## config.mk

```make
export PLATFORM = sky130hd
export DESIGN_NAME = rr_interval_monitor
export DESIGN_NICKNAME = d
export VERILOG_FILES = /design/src/rtl/rr_interval_monitor.sv
export SDC_FILE = /design/constraint.sdc
export NUM_CORES = 1
export LEC_CHECK = 0
export ABC_AREA = 1
export BUFFER_PORTS_ARGS = -buffer_cell sky130_fd_sc_hd__buf_2
export CAP_MARGIN = 40
export CORE_MARGIN = 2
export CORE_UTILIZATION = 65
export DETAILED_ROUTE_END_ITERATION = 10
export PLACE_DENSITY = 0.83
export REMOVE_ABC_BUFFERS = 1
export SYNTH_ARGS = -nofsm -noshare
export SYNTH_HDL_FRONTEND = slang
export SYNTH_SLANG_ARGS = --single-unit
```

## constraint.sdc

```tcl
create_clock -name clk -period 12.8 [get_ports clk]
set_input_delay 1.28 -clock clk [delete_from_list [all_inputs] [get_ports clk]]
set_output_delay 1.28 -clock clk [all_outputs]
set_load 0.005 [all_outputs]
```

## src/rtl/rr_interval_monitor.sv

```systemverilog
// RR-interval monitor: synchronises a heartbeat pulse, measures beat-to-beat
// intervals in ms, keeps a running average and raises rhythm flags.
module rr_interval_monitor #(
  parameter int RR_W        = 12,
  parameter int AVG_LOG     = 3,
  parameter int REFRACT_MS  = 200,
  parameter int BRADY_MS    = 1500,
  parameter int TACHY_MS    = 500,
  parameter int DEV_SHIFT   = 3,
  parameter int SYNC_STAGES = 2
) (
  input  logic            clk,
  input  logic            rst,
  input  logic            ms_tick,
  input  logic            pulse_in,
  input  logic            enable,
  output logic [RR_W-1:0] rr_ms,
  output logic            rr_valid,
  output logic [RR_W-1:0] avg_ms,
  output logic            avg_valid,
  output logic            brady,
  output logic            tachy,
  output logic            irregular,
  output logic            asystole
);

  localparam int DEPTH = 1 << AVG_LOG;
  localparam int SUM_W = RR_W + AVG_LOG;
  localparam logic [RR_W-1:0]    CNT_MAX   = {RR_W{1'b1}};
  localparam logic [RR_W-1:0]    REFRACT   = RR_W'(REFRACT_MS);
  localparam logic [RR_W-1:0]    BRADY_TH  = RR_W'(BRADY_MS);
  localparam logic [RR_W-1:0]    TACHY_TH  = RR_W'(TACHY_MS);
  localparam logic [AVG_LOG:0]   FILL_FULL = (AVG_LOG+1)'(DEPTH);
  localparam logic [AVG_LOG:0]   FILL_LAST = (AVG_LOG+1)'(DEPTH - 1);

  typedef enum logic {WAIT_FIRST, COUNTING} state_t;

  state_t               state, state_nxt;
  logic [SYNC_STAGES-1:0] sync_q;
  logic                 sync_d;
  logic                 beat;
  logic [RR_W-1:0]      cnt;
  logic [RR_W-1:0]      rr_buf [DEPTH];
  logic [AVG_LOG-1:0]   wp;
  logic [SUM_W-1:0]     sum, sum_nxt;
  logic [AVG_LOG:0]     fill;
  logic                 sat, accept;
  logic [RR_W-1:0]      diff, dev_thr, avg_nxt;

  // The synchroniser runs regardless of enable so a pulse held across an
  // enable change cannot fabricate an edge.
  always_ff @(posedge clk or posedge rst) begin
    if (rst) begin
      sync_q <= '0;
      sync_d <= 1'b0;
    end else begin
      sync_q <= {sync_q[SYNC_STAGES-2:0], pulse_in};
      sync_d <= sync_q[SYNC_STAGES-1];
    end
  end

  assign beat = sync_q[SYNC_STAGES-1] & ~sync_d;

  always_comb begin
    state_nxt = state;
    sat       = (cnt == CNT_MAX);
    accept    = 1'b0;
    if (state == WAIT_FIRST) begin
      if (beat) state_nxt = COUNTING;
    end else begin
      accept = beat && (cnt >= REFRACT);
    end
    diff    = (cnt >= avg_ms) ? (cnt - avg_ms) : (avg_ms - cnt);
    dev_thr = avg_ms >> DEV_SHIFT;
    // Oldest entry drops out as the new one enters, so sum stays in range.
    sum_nxt = sum - {{AVG_LOG{1'b0}}, rr_buf[wp]} + {{AVG_LOG{1'b0}}, cnt};
    avg_nxt = sum_nxt[SUM_W-1:AVG_LOG];
  end

  always_ff @(posedge clk or posedge rst) begin
    if (rst) begin
      state     <= WAIT_FIRST;
      cnt       <= '0;
      wp        <= '0;
      sum       <= '0;
      fill      <= '0;
      rr_ms     <= '0;
      rr_valid  <= 1'b0;
      avg_ms    <= '0;
      avg_valid <= 1'b0;
      brady     <= 1'b0;
      tachy     <= 1'b0;
      irregular <= 1'b0;
      asystole  <= 1'b0;
      for (int i = 0; i < DEPTH; i++) rr_buf[i] <= '0;
    end else if (!enable) begin
      state     <= WAIT_FIRST;
      cnt       <= '0;
      wp        <= '0;
      sum       <= '0;
      fill      <= '0;
      rr_ms     <= '0;
      rr_valid  <= 1'b0;
      avg_ms    <= '0;
      avg_valid <= 1'b0;
      brady     <= 1'b0;
      tachy     <= 1'b0;
      irregular <= 1'b0;
      asystole  <= 1'b0;
      for (int i = 0; i < DEPTH; i++) rr_buf[i] <= '0;
    end else begin
      state    <= state_nxt;
      rr_valid <= 1'b0;
      if (accept) begin
        cnt       <= '0;
        rr_ms     <= cnt;
        rr_valid  <= 1'b1;
        tachy     <= (cnt < TACHY_TH);
        brady     <= (cnt > BRADY_TH) || sat;
        irregular <= !sat && avg_valid && (diff > dev_thr);
        asystole  <= 1'b0;
        // A saturated interval is not a real measurement; keep it out of the average.
        if (!sat) begin
          rr_buf[wp] <= cnt;
          wp         <= wp + 1'b1;
          sum        <= sum_nxt;
          avg_ms     <= avg_nxt;
          if (fill != FILL_FULL) fill <= fill + 1'b1;
          if (fill == FILL_LAST) avg_valid <= 1'b1;
        end
      end else if (state == COUNTING) begin
        if (ms_tick && !sat) cnt <= cnt + 1'b1;
        if (sat) asystole <= 1'b1;
      end
    end
  end

endmodule
```

Yosys cells after proc, flatten, opt, wreduce, memory -nomap -nowiden
Index checks and enable logic that the tools add are counted. W data, S select, Z words.

Multiplexer cells: 49. Magnitude comparators: 7. Eq/ne operators: 10. Add/subtract/negate cells: 7. Reduce and logical (&&, ||, !) cells: 12. Bitwise logic cells: 3.

Operators by type and width (count): $mux W96 (3); $mux W12 (13); $bwmux W96 (1); $mux W15 (3); $bmux W12 S3 (1); $demux W12 S3 (1); $sub A12 B12 Y12 (2); $mux W1 (20); $mux W4 (4); $add A15 B12 Y15 (1); $sub A15 B12 Y15 (1); $add A12 B1 Y12 const B (1); $eq A12 B12 Y1 const B (1); $ge A12 B12 Y1 (1); $ge A12 B8 Y1 const B (1); $gt A12 B11 Y1 const B (1); $gt A12 B9 Y1 (1); $lt A12 B9 Y1 const B (1); $mux W3 (3); $ne A3 B1 Y1 const B (3); $ne A2 B1 Y1 const B (3); $reduce_and A2 Y1 (3); $reduce_and A3 Y1 (2); $logic_and A1 B1 Y1 (5); other kinds (12) (12).

Output and inout bits: 30. Logic and storage cells: 111. Input bits: 5. Register bits: 164.

Logic depth before layout (Yosys ltp)
Depth after elaboration: 9. Depth in mapped cells: 29. Depth with buffers taken out: 28.

Worst setup path before layout
No wires, ideal clock.

Path type: flip-flop to flip-flop. Start: register wp[0]. End: register avg_ms[11]. Path slack: 9.534 ns. Arrival: 3.139 ns. Library setup time: 0.127 ns. Cell stages (with the launch flop): 17. Data required time: 12.673 ns. Path buffers: 1. Cell sequence: dfrtp_1 buf_2 nor3_1 clkinv_1 o2111ai_1 fa_1 inv_1 ha_1 nand2_1 nand2_1 o21ai_0 o21ai_0 nand3_1 nand2_1 or2_2 nand3_1 o21ai_0.

Word-level cells in the longest chain between the ends: 9.

RTL lines: start, declared (RTL line 44) `logic [AVG_LOG-1:0] wp;`; start signal, assigned (RTL line 125) `wp <= wp + 1'b1;`; $not A3 Y4 (not written as such) (RTL line 76) `sum_nxt = sum - {{AVG_LOG{1'b0}}, rr_buf[wp]} + {{AVG_LOG{1'b0}}, cnt};`; $bmux W12 S3 (RTL line 76); $mux W12 (not written as such) (2 in series) (RTL line 76); $sub A15 B12 Y15 (RTL line 76); $add A15 B12 Y15 (RTL line 76); $mux W12 (RTL line 123) `if (!sat) begin`; $mux W12 (RTL line 114) `if (accept) begin`; $mux W12 (RTL line 96) `end else if (!enable) begin`; end signal, assigned (RTL line 127) `avg_ms <= avg_nxt;`; end, declared (RTL line 19) `output logic [RR_W-1:0] avg_ms,`.

No other way between the ends. The select of a mux whose other input is x is not followed. A chain may end at the register's enable or synchronous reset.

Worst setup path in the final report
Ends and elaborated chain as after synthesis.

==> impl_metrics.yaml <==
run_status:
  status: "finished, final reports clean"
power_and_ir_drop:
  peakVddDrop_uv: 101
  p_leak_nw: 4.95
  p_per_area_nw_per_um2: 107
sta:
  holdWs_ps: 350
  rsz0062_at_grt: "no"
  worstMarginPinSlew_ps: 829
  fin_ws_ps: 8650
  setup_viol: 0
  period_minus_slack_ps: 4150
  hold_viol_final: 0
  finalCritPeriodShare_pct: 32.5
  relSlewSlack_pct: 44.7
  setup-tns-final_ps: 0
  slew_viol_final: 0
  clock_skew_ps: 9.75
  max_freq_mhz: 241
grt:
  antenna_found_initial: 0
  grt_pass1_vias: 7694
  grt_max_degree: 94
  grt.overflow.total: 0
  grt_pass1_wl_mm: 40.4
  grtUsageTotal_pct: 35.6
placed_design:
  place_congestion: 0.989
  port_buffers: 34
  dp_hpwl_mm: 18.1
  dp_cells: 1296
  pre_cts_slack_ps: 8880
layout:
  fin_util_pct: 71.7
  nets: 1206
  drive_gt1_share_pct: 10.5
  synthToLayoutAreaGrowth_pct: 7.92
  antenna_cells: 0
  final_cells: 1328
  fillCellCount: 1093
critical_path:
  r2r_start: "wp[0]"
  r2r_slack_ps: 8650
  cpPeakStageDelay_ps: 530
  crit_slowest_cell: "clkinv_1"
  cp-start-kind: "flop"
  required_ps: 13110
  crit_chain: "nor3_1 > clkinv_1 > o22ai_1 > a221oi_1 > nand2_1 > ha_1 > inv_1 > ha_1 > fa_1 > nand2_1 > nand2_1 > o21ai_0 > o21ai_0 > nand3_1 > nand2_1 > or2_2 > nand3_1 > o21ai_0"
  path_class: "flop to flop"
  reg2reg_to: "avg_ms[11]"
  critical_path.max_fanout: 10
  cp_common_cell: "nand2_1"
  cp.arrival_ps: 4470
  endpoint_kind: "flop"
  reg2regPathDepth: 18
logic_synthesis:
  post_synth.cell_area_avg_um2: 8.19
  syn_area_um2: 9230
  synth_edf_count: 0
  ys_top_cells_by_area: "dfrtp_1, nand2_1, ha_1"
  yosysTopAreaCell: "dfrtp_1"
  synthArstFlopShare_pct: 100
  ys_seq_area_share_pct: 41.2
  yosys_warnings: 0
  synthCells: 1127
  yosysTopAreaCellShare_pct: 41.2
  synth.distinct_cells: 50
  synthTopCellsByCount: "nand2_1, inv_1, dfrtp_1, nand3_1, o21ai_0"
  synth_seq_cells: 152
  ys.flop_type: "dfrtp_1"
  synth.most_common_cell: "nand2_1"
worst_hold_path:
  holdCritPathClass: "flop to flop"
  min_delay_worst_endpoint: "sync_q[1]"
  whs_path_depth: 0
  min_from: "sync_q[0]"
die:
  start_util_pct: 66.5
  core_um2: 13900
  dieArea_um2: 15200
  ioPinCount: 35
  die_h_um: 123
  rows: 43
  die_width_um: 123
clocking:
  postCtsHoldBufs: 0
  cts_root_buffer: "clkbuf_16"
  cts_setup_buffers: 0
  clock-sinks: 152
  cts_buffer_depth: 2
  insertion_delay_ps: 440
  htreeDepth: 4
  cts_made_buffers: 17
  clkTransAtPathRegs_ps: 60
  cts_tree: "built"
  ctsResizeCount: 0
drt:
  routedWlPerCell_um: 19.3
  drc: 0
  first_iter_violations: 938
  vias_per_cell: 6.27
  route.vias.total: 8322
  drt_first_pass_iters: 5
  wirelength_mm: 25.6
  antenna_left: 0
flow_run:
  cap_violations: 0
[where the power goes]
| group | internal (mW) | switching [mW] |
|---|---|---|
| clock | 0.295 | 0.212 |
| sequential | 0.482 | 0.00192 |
| combinational | 0.0225 | 0.0535 |
| total | 0.800 | 0.267 |
[worst max-delay path, delay by kind of cell (launching register included)]
kind	cells	cell delay [ps]
flops	1	470
compound gates	5	980
fa+ha+maj	3	750
simple gates	8	1270
buf+inv	2	570
[kinds of logic (layout without fill, tap and decap cells)]
| kind of cell | Yosys count | in the layout | synth area share, % |
|---|---|---|---|
| and+or+nand+nor | 403 | 403 | 19.6 |
| DFF | 152 | 152 | 41.2 |
| AOI/OAI and AO/OA | 267 | 267 | 17.4 |
| buffers and inverters | 224 | 245 | 10.3 |
| adders and majority gates | 66 | 66 | 10.1 |
| xor gates and xnor gates | 15 | 15 | 1.42 |
[routing by layer]
metal	up-vias	track usage, %	share of wire [%]
met3	105	7.01	7.6
met1	3961	47.7	41
met2	472	55.6	47
li1	3784	-	-
met5	-	0	0
met4	0	17.5	4.6
[metrics by stage]
step,area (um2),total power [mW]
CTS,9960,1.06
global route,9960,1.10
detailed placement,9370,0.568
global placement,9370,0.567
finish,9960,1.07
floorplan,8930,0.546
[flip-flops by register name, summed over array words and instances (netlist names), 2 cells and up]
name and flops:
sync_q 2, avg_ms 12, rr_ms 12, wp 3, rr_buf 96, sum 3, cnt 12, fill 4
[final cells by class]
cell class | count | area, um2 | share of cell area, %
Multi-Input combinational cell | 751 | 4480 | 44.9
Inverter | 174 | 659 | 6.62
Clock inverter | 12 | 140 | 1.41
Clock buffer | 20 | 447 | 4.49
Sequential cell | 152 | 3800 | 38.2
Timing Repair Buffer | 39 | 208 | 2.09
Tap cell | 180 | 225 | 2.26
[worst max-delay path by stage]
stage / from / endpoint / cells past startpoint
6_report: wp[0] / avg_ms[11] / 18
5_1_grt: wp[0] / avg_ms[11] / 18
4_1_cts: wp[0] / avg_ms[11] / 18
3_5_place_dp: wp[0] / avg_ms[11] / 18
3_3_place_gp: wp[0] / avg_ms[11] / 18
2_1_floorplan: rst / asystole / 1
[placed cells by master (no fill, tap or decap), types with 17 or more instances in the layout]
| master | count |
|---|---|
| o21ai_1 | 19 |
| buf_2 | 34 |
| nor2_1 | 51 |
| a21oi_1 | 47 |
| clkbuf_16 | 17 |
| inv_1 | 162 |
| nand2_1 | 210 |
| nand3_1 | 93 |
| dfrtp_1 | 152 |
| o22ai_1 | 53 |
| ha_1 | 52 |
| o21ai_0 | 92 |
Note: power is estimated with default switching activity, not from simulation.
